`config.mk`:
```
export PLATFORM = sky130hd
export DESIGN_NAME = msg_out_fifo
export DESIGN_NICKNAME = d
export VERILOG_FILES = /design/src/rtl/msg_out_fifo.sv
export SDC_FILE = /design/constraint.sdc
export NUM_CORES = 1
export LEC_CHECK = 0
export CORE_MARGIN = 8
export CORE_UTILIZATION = 49
export CTS_BUF_LIST = sky130_fd_sc_hd__clkbuf_4 sky130_fd_sc_hd__clkbuf_8
export CTS_CLUSTER_DIAMETER = 100
export DETAILED_ROUTE_END_ITERATION = 12
export GPL_TIMING_DRIVEN = 0
export PLACE_DENSITY = 0.72
export SLEW_MARGIN = 10
export SYNTH_ARGS = -nofsm -noshare
export SYNTH_HDL_FRONTEND = slang
export SYNTH_SLANG_ARGS = --single-unit
```
`constraint.sdc`:
```
create_clock -name clk -period 10.5 [get_ports clk]
set_input_delay 2.1 -clock clk [delete_from_list [all_inputs] [get_ports clk]]
set_output_delay 2.1 -clock clk [all_outputs]
set_load 0.02 [all_outputs]
```
`src/rtl/msg_out_fifo.sv`:
```
// Buffers whole parser messages in a small FIFO and presents them on a valid/ready port.
// Messages that are errored, zero-length or overflowing are dropped, and each drop kind is counted.
module msg_out_fifo #(
    parameter int MAX_MSG_BYTES = 32,
    parameter int DEPTH         = 4,
    parameter int DROP_ERRORED  = 1
) (
    input  logic                       clk,
    input  logic                       rst,
    input  logic                       msg_valid,
    input  logic [15:0]                msg_length,
    input  logic [8*MAX_MSG_BYTES-1:0] msg_data,
    input  logic                       msg_error,
    output logic                       out_valid,
    input  logic                       out_ready,
    output logic [15:0]                out_length,
    output logic [8*MAX_MSG_BYTES-1:0] out_data,
    output logic                       out_error,
    output logic [$clog2(DEPTH):0]     fill_count,
    output logic [15:0]                drop_full_count,
    output logic [15:0]                drop_err_count
);

    localparam int AW = $clog2(DEPTH);
    localparam int CW = AW + 1;
    localparam int DW = 8 * MAX_MSG_BYTES;

    logic [DW-1:0] mem_data_q [DEPTH];
    logic [15:0]   mem_len_q  [DEPTH];
    logic          mem_err_q  [DEPTH];

    logic [AW-1:0] wr_ptr_q, wr_ptr_d;
    logic [AW-1:0] rd_ptr_q, rd_ptr_d;
    logic [CW-1:0] fill_q, fill_d;
    logic [15:0]   drop_full_q, drop_full_d;
    logic [15:0]   drop_err_q, drop_err_d;

    logic full;
    logic pop;
    logic bad_msg;
    logic wr_en;
    logic drop_full;

    // A pop in the same cycle frees a slot, so a full FIFO can still take the write.
    always_comb begin
        full      = (fill_q == CW'(DEPTH));
        pop       = (fill_q != '0) && out_ready;
        bad_msg   = msg_valid && ((msg_length == 16'd0) || ((DROP_ERRORED != 0) && msg_error));
        wr_en     = msg_valid && !bad_msg && (!full || pop);
        drop_full = msg_valid && !bad_msg && full && !pop;
    end

    always_comb begin
        wr_ptr_d    = wr_en ? wr_ptr_q + AW'(1) : wr_ptr_q;
        rd_ptr_d    = pop ? rd_ptr_q + AW'(1) : rd_ptr_q;
        fill_d      = fill_q;
        if (wr_en && !pop) begin
            fill_d = fill_q + CW'(1);
        end else if (!wr_en && pop) begin
            fill_d = fill_q - CW'(1);
        end
        drop_full_d = drop_full_q;
        if (drop_full && (drop_full_q != 16'hFFFF)) begin
            drop_full_d = drop_full_q + 16'd1;
        end
        drop_err_d  = drop_err_q;
        if (bad_msg && (drop_err_q != 16'hFFFF)) begin
            drop_err_d = drop_err_q + 16'd1;
        end
    end

    always_ff @(posedge clk or negedge rst) begin
        if (!rst) begin
            wr_ptr_q    <= '0;
            rd_ptr_q    <= '0;
            fill_q      <= '0;
            drop_full_q <= '0;
            drop_err_q  <= '0;
        end else begin
            wr_ptr_q    <= wr_ptr_d;
            rd_ptr_q    <= rd_ptr_d;
            fill_q      <= fill_d;
            drop_full_q <= drop_full_d;
            drop_err_q  <= drop_err_d;
        end
    end

    // Slot contents need no reset: occupancy alone decides what is visible.
    always_ff @(posedge clk) begin
        if (wr_en) begin
            mem_data_q[wr_ptr_q] <= msg_data;
            mem_len_q[wr_ptr_q]  <= msg_length;
            mem_err_q[wr_ptr_q]  <= msg_error;
        end
    end

    always_comb begin
        out_valid       = (fill_q != '0);
        out_length      = out_valid ? mem_len_q[rd_ptr_q]  : 16'd0;
        out_data        = out_valid ? mem_data_q[rd_ptr_q] : '0;
        out_error       = out_valid ? mem_err_q[rd_ptr_q]  : 1'b0;
        fill_count      = fill_q;
        drop_full_count = drop_full_q;
        drop_err_count  = drop_err_q;
    end

endmodule
```
* Word-level counts from Yosys, hierarchy flattened *
Memory sizes are Yosys's and may differ from the RTL's.
Index checks and enable logic that the tools add are counted.
Widths: inputs -> output; s select.

operators by class
  $add $sub $neg = 6
  eq/ne operators = 3
  mux-type cells = 7
  reductions and logical operators = 19

operators by type and width
  operator               number
  $mux 256               1
  $add 16x1->16 const B  2
  $ne 16x16->1 const B   2
  $logic_not 16->1       1
  $mux 16                1
  $logic_and 1x1->1      10
  $mux 3                 2
  $add 2x1->2 const B    2
  $logic_not 1->1        4
  $add 3x1->3 const B    1
  $eq 3x3->1 const B     1
  $mux 1                 3
  $reduce_bool 3->1      1
  $sub 3x1->3 const B    1
  $logic_or 1x1->1       2
  $reduce_bool 2->1      1

storage, ports and cells
  register bits = 39
  memory bits (writable) = 1092
  output and inout port bits = 309
  logic and storage cells = 43
  memories kept = 3

memory list
  memory      words  width  read ports  clocked after Yosys merged registers in  write ports  line  source
  mem_data_q  4      256    1           0                                        1            28    logic [DW-1:0] mem_data_q [DEPTH];
  mem_len_q   4      16     1           0                                        1            29    logic [15:0] mem_len_q [DEPTH];
  mem_err_q   4      1      1           0                                        1            30    logic mem_err_q [DEPTH];

* Logic depth before layout (Yosys ltp) *
  depth after elaboration = 10
  gate-level depth with buffers = 10

* Worst setup path after synthesis *
OpenSTA, ideal clock, no wires.

  path kind = input to register
  start point = in msg_length[5]
  end point = mem mem_data_q[0][0] (netlist name) (enable)
  arrival time = 9.078 ns
  slack = 0.753 ns
  cell stages on the path = 5
  path buffers = 1
  cell sequence = nor4_4 a41oi_4 and3_1 clkbuf_1 and2_1

on the way
  cells in the longest elaborated chain, start to end = 8

ends and longest elaborated chain
  what                            line  source
  start: declaration              11    input logic [15:0] msg_length,
  $logic_not 16->1                48    bad_msg = msg_valid && ((msg_length == 16'd0) || ((DROP_ERRORED != 0) && msg_error));
  $logic_or 1x1->1                48
  $logic_and 1x1->1               48
  $logic_not 1->1                 49    wr_en = msg_valid && !bad_msg && (!full || pop);
  $logic_and 1x1->1 (2 in a row)  49
  named net wr_en                 41    logic wr_en;
  $mux 1                          90    if (wr_en) begin
  $mux 1 (not written as such)    91    mem_data_q[wr_ptr_q] <= msg_data;
  end: declaration                28

The timed path passes the listed nets, and every way through them passes these cells.

* Worst setup path after layout *
  start point = reg rd_ptr_q[0]
  end point = out out_data[114]

on the way
  cells in the longest elaborated chain, start to end = 2

ends and longest elaborated chain
  what                      line  source
  start: declaration        33    logic [AW-1:0] rd_ptr_q, rd_ptr_d;
  start signal: assignment  81    rd_ptr_q <= rd_ptr_d;
  $mem_v2 4x256             -
  $mux 256                  100   out_data = out_valid ? mem_data_q[rd_ptr_q] : '0;
  end: declaration          17    output logic [8*MAX_MSG_BYTES-1:0] out_data,

Every way passes these cells.

==> tab_implementation.tex <==
\begin{tabular}{lr}
\hline
Metric & Value \\
\hline
\multicolumn{2}{l}{\textbf{STA}} \\
\quad Max\_slew headroom & 24.7\% \\
\quad Worst hold-check slack & 509 ps \\
\quad RSZ-0062 raised after global routing & false \\
\quad Number of endpoints with negative hold slack in the final report & 0 \\
\quad Max-slew violation count & 0 \\
\quad Actual transition at the worst max-transition pin & 1130 ps \\
\quad Final worst path period need & 6180 ps \\
\quad Peak clock frequency supported by timing & 0.162 GHz \\
\quad Worst Skew & 40.7 ps \\
\quad Period utilisation layout & 58.9\% \\
\quad Final setup vio count & 0 \\
\quad Final setup margin & 4320 ps \\
\multicolumn{2}{l}{\textbf{Finish}} \\
\quad Post-synthesis to final-layout area growth & 26.3\% \\
\quad Most frequent standard cell in the layout excluding fill and tap cells & sky130\_fd\_sc\_hd\_\_edfxtp\_1 \\
\quad Fraction of layout cells with a size suffix above 1 & 22.2\% \\
\quad Share of the core filled with cells in the final layout & 62.1\% \\
\quad Layout net count & 2989 \\
\quad Commonest cells after routing, fill and taps aside & sky130\_fd\_sc\_hd\_\_edfxtp\_1, sky130\_fd\_sc\_hd\_\_clkdlybuf4s50\_1, sky130\_fd\_sc\_hd\_\_mux4\_2, sky130\_fd\_sc\_hd\_\_and2\_1, sky130\_fd\_sc\_hd\_\_clkbuf\_8 \\
\multicolumn{2}{l}{\textbf{Drt}} \\
\quad Routed vias & 21.6k \\
\quad Total routed wirelength & 99.9 mm \\
\quad Vias per std cell & 5.36 \\
\quad Met1 layer wirelength in the final routing & 38.3 mm \\
\quad WL/cell & 24.9 um \\
\quad DR WL met3 & 6.73 mm \\
\quad Met2 wire length & 52.2 mm \\
\quad Number of routed nets with antenna violations & 0 \\
\quad Number of search-and-repair iterations in the first detailed-routing pass & 5 \\
\quad DRC errors left & 0 \\
\quad Top metal layer carrying routed signals & met5 \\
\quad Initial DRC Count & 1389 \\
\multicolumn{2}{l}{\textbf{Synth}} \\
\quad Fraction of the mapped netlist area in simple logic gates & 5.27\% \\
\quad Number of warnings reported in the yosys synthesis log & 0 \\
\quad Distinct cell type count after synthesis & 34 \\
\quad Top post-synthesis cells by area & sky130\_fd\_sc\_hd\_\_edfxtp\_1, sky130\_fd\_sc\_hd\_\_mux4\_2, sky130\_fd\_sc\_hd\_\_and2\_1, sky130\_fd\_sc\_hd\_\_dfrtp\_1, sky130\_fd\_sc\_hd\_\_clkbuf\_1 \\
\quad Fraction of synthesized cell area in xor and xnor cells & 0.650\% \\
\quad Post-synthesis cell count & 1917 \\
\quad Synth Cell Area & 43200 um2 \\
\quad Sequential share of the synthesized area & 78.3\% \\
\quad Combinational family with the most area after synthesis & multiplexers \\
\quad Largest area contributor in the netlist & sky130\_fd\_sc\_hd\_\_edfxtp\_1 \\
\quad Post-synth ARST share & 3.45\% \\
\quad Share of synthesized cell area in full adder, half adder and majority cells & 0.249\% \\
\quad Synthesized area divided by synthesized cell count & 22.5 um2 \\
\quad Post-synth net total & 2202 \\
\quad Compound-cell area share of the yosys netlist & 0.122\% \\
\quad Area fraction of the dominant cell type after synthesis & 76.0\% \\
\quad Count of flip-flops with a built-in enable after synthesis & 1092 \\
\quad Ys flop type & sky130\_fd\_sc\_hd\_\_edfxtp\_1 \\
\quad Synthesized flop and latch total & 1131 \\
\quad Share of cell area taken by muxes after synthesis & 14.4\% \\
\multicolumn{2}{l}{\textbf{Floorplanning}} \\
\quad Height of the die & 313 um \\
\quad Core region area & 87800 um2 \\
\quad Die width & 313 um \\
\quad Cell row count & 109 \\
\quad Initial standard-cell utilization of the core & 49.1\% \\
\quad Overall die area & 97800 um2 \\
\quad \# IOs & 586 \\
\multicolumn{2}{l}{\textbf{CTS}} \\
\quad Number of instances resized during post-cts repair & 0 \\
\quad TritonCTS clock tree & done \\
\quad Root buffer cell & sky130\_fd\_sc\_hd\_\_clkbuf\_8 \\
\quad Number of buffers inserted by post-CTS setup repair & 0 \\
\quad Count of clock tree sinks & 1131 \\
\quad Maximum buffer depth of the clock tree & 3 \\
\quad Quantity of hold-fixing buffers added after cts & 0 \\
\quad Clock transition at the register clock pins on the worst setup and hold paths after CTS & 60 ps \\
\quad Worst-skew pair later-pin latency & 830 ps \\
\quad Clock H-tree levels & 4 \\
\quad Num CTS Buffers & 176 \\
\multicolumn{2}{l}{\textbf{Place}} \\
\quad Number of input and output port buffers inserted & 585 \\
\quad Weighted congestion at the end of routability-driven global placement & 0.777 \\
\quad Post-place setup slack & 4840 ps \\
\quad Estimated wirelength of the detail-placed design & 68.0 mm \\
\multicolumn{2}{l}{\textbf{GRT}} \\
\quad All-layer global routing usage & 20.1\% \\
\quad Antenna violations before repair & 22 \\
\quad Wire length of the first global-routing pass & 148 mm \\
\quad GRT Residual Overflow & 0 \\
\quad Vias in the first global route & 23.3k \\
\quad Pin count of the biggest net entering global routing & 53 \\
\multicolumn{2}{l}{\textbf{Pwr}} \\
\quad Static Leak & 17.8 nW \\
\quad Largest voltage drop on the vdd net & 0.000261 V \\
\quad Power density cells & 276 nW/um2 \\
\quad Post-layout total power & 15.1 mW \\
\multicolumn{2}{l}{\textbf{Critical path}} \\
\quad Cell family contributing the most delay on the critical path & buffers and inverters \\
\quad Type of element launching the critical path & flip-flop \\
\quad Sum of buffers and inverters on the critical path & 4 \\
\quad Required @ worst endpoint & 8400 ps \\
\quad CP max stage cell & sky130\_fd\_sc\_hd\_\_clkbuf\_1 \\
\quad Critical path fanouts, max & 10 \\
\quad Data arrival time at the worst-slack endpoint & 4080 ps \\
\quad Cell chain of the critical path & clkbuf\_1, clkbuf\_1, buf\_2, mux4\_2, and2\_1, clkdlybuf4s50\_1 \\
\quad Stage delay of the slowest cell on the critical path & 680 ps \\
\quad Critical Path Most Common Cell & sky130\_fd\_sc\_hd\_\_clkbuf\_1 \\
\quad Worst Path Class, Setup & reg -> out \\
\quad Type of element capturing the critical path & output port \\
\multicolumn{2}{l}{\textbf{Outcome}} \\
\quad Outcome & completed \\
\multicolumn{2}{l}{\textbf{Hold path}} \\
\quad Worst Hold Class & reg -> reg \\
\multicolumn{2}{l}{\textbf{Job}} \\
\quad Number of violations of the max-capacitance limit & 0 \\
\hline
\end{tabular}
[cells by family (layout without fill, tap and decap cells)]
logic type      Yosys count  count (layout)
flops                  1131            1131
mux                     280             280
buf+inv                 106            1025
fa+ha+maj                 8               8
xor+xnor                 32              32
compound gates            3               3
simple gates            357             357
other cells               0              18
[area by class of cell]
class | count | area, um2
fillers | 6067 | 33300
inverters | 8 | 30.0
diodes | 18 | 45.0
well taps | 1165 | 1460
plain buffers | 98 | 415
repair buffers | 609 | 6480
clock inverters | 67 | 420
clock buffers | 243 | 2940
flip-flops and latches | 1131 | 33800
multi-input cells | 680 | 8950
[state kept, by name (all words and copies together), names as in the netlist]
| name | count |
|---|---|
| rd_ptr_q | 2 |
| drop_full_count | 16 |
| fill_count | 3 |
| wr_ptr_q | 2 |
| mem_len_q | 64 |
| mem_data_q | 1024 |
| mem_err_q | 4 |
| drop_err_count | 16 |
[cells in the mapped netlist (8+ instances only)]
library cell	instances
sky130_fd_sc_hd__clkbuf_1	60
sky130_fd_sc_hd__nand2_1	13
sky130_fd_sc_hd__nand4_1	16
sky130_fd_sc_hd__and3_1	9
sky130_fd_sc_hd__and2_1	277
sky130_fd_sc_hd__buf_2	31
sky130_fd_sc_hd__dfrtp_1	39
sky130_fd_sc_hd__mux4_2	273
sky130_fd_sc_hd__inv_1	8
sky130_fd_sc_hd__nor2_1	12
sky130_fd_sc_hd__xnor2_1	20
sky130_fd_sc_hd__edfxtp_1	1092
sky130_fd_sc_hd__xor2_1	12
[worst register-to-register path, stage by stage (launching register included)]
cell                       delay (ps)
sky130_fd_sc_hd__dfrtp_1          480
sky130_fd_sc_hd__or4b_4           220
sky130_fd_sc_hd__and3_1           150
sky130_fd_sc_hd__clkbuf_1         310
sky130_fd_sc_hd__and2_4           610
sky130_fd_sc_hd__buf_16           340
sky130_fd_sc_hd__buf_16           340
sky130_fd_sc_hd__buf_16           310
[stage by stage]
step,setup TNS (ps),instances,instance area (um2)
2_1_floorplan,0,1917,43200
3_3_place_gp,-5541080,3667,50500
3_5_place_dp,0,3691,51100
4_1_cts,0,4001,54500
5_1_grt,0,4011,54500
6_report,0,4019,54500
[power breakdown]
group / total [mW] / internal, mW / switching (mW)
clock: 3.50 / 1.86 / 1.64
combinational: 6.01 / 2.88 / 3.12
sequential: 5.56 / 5.44 / 0.113
total: 15.1 / 10.2 / 4.87
[per-layer routing]
layer	GRT usage (%)	up-vias
li1	-	9465
met1	24.4	11200
met2	34.3	695
met3	5.97	147
met4	7.10	10
met5	0	-
[path summary, 6_finish.rpt]
check,from,to,slack (ps),cells after the start
min in group asynchronous,rst,drop_err_count[2],1090,1
hold reg to reg,drop_full_count[9],drop_full_count[9],510,1
hold / removal,drop_full_count[9],drop_full_count[9],510,1
setup / recovery,rd_ptr_q[0],out_data[114],4320,6
max in group asynchronous,rst,rd_ptr_q[1],8990,2
setup reg to reg,fill_count[0],mem_data_q[3][136],7370,7
(Power assumes the default switching activity.)
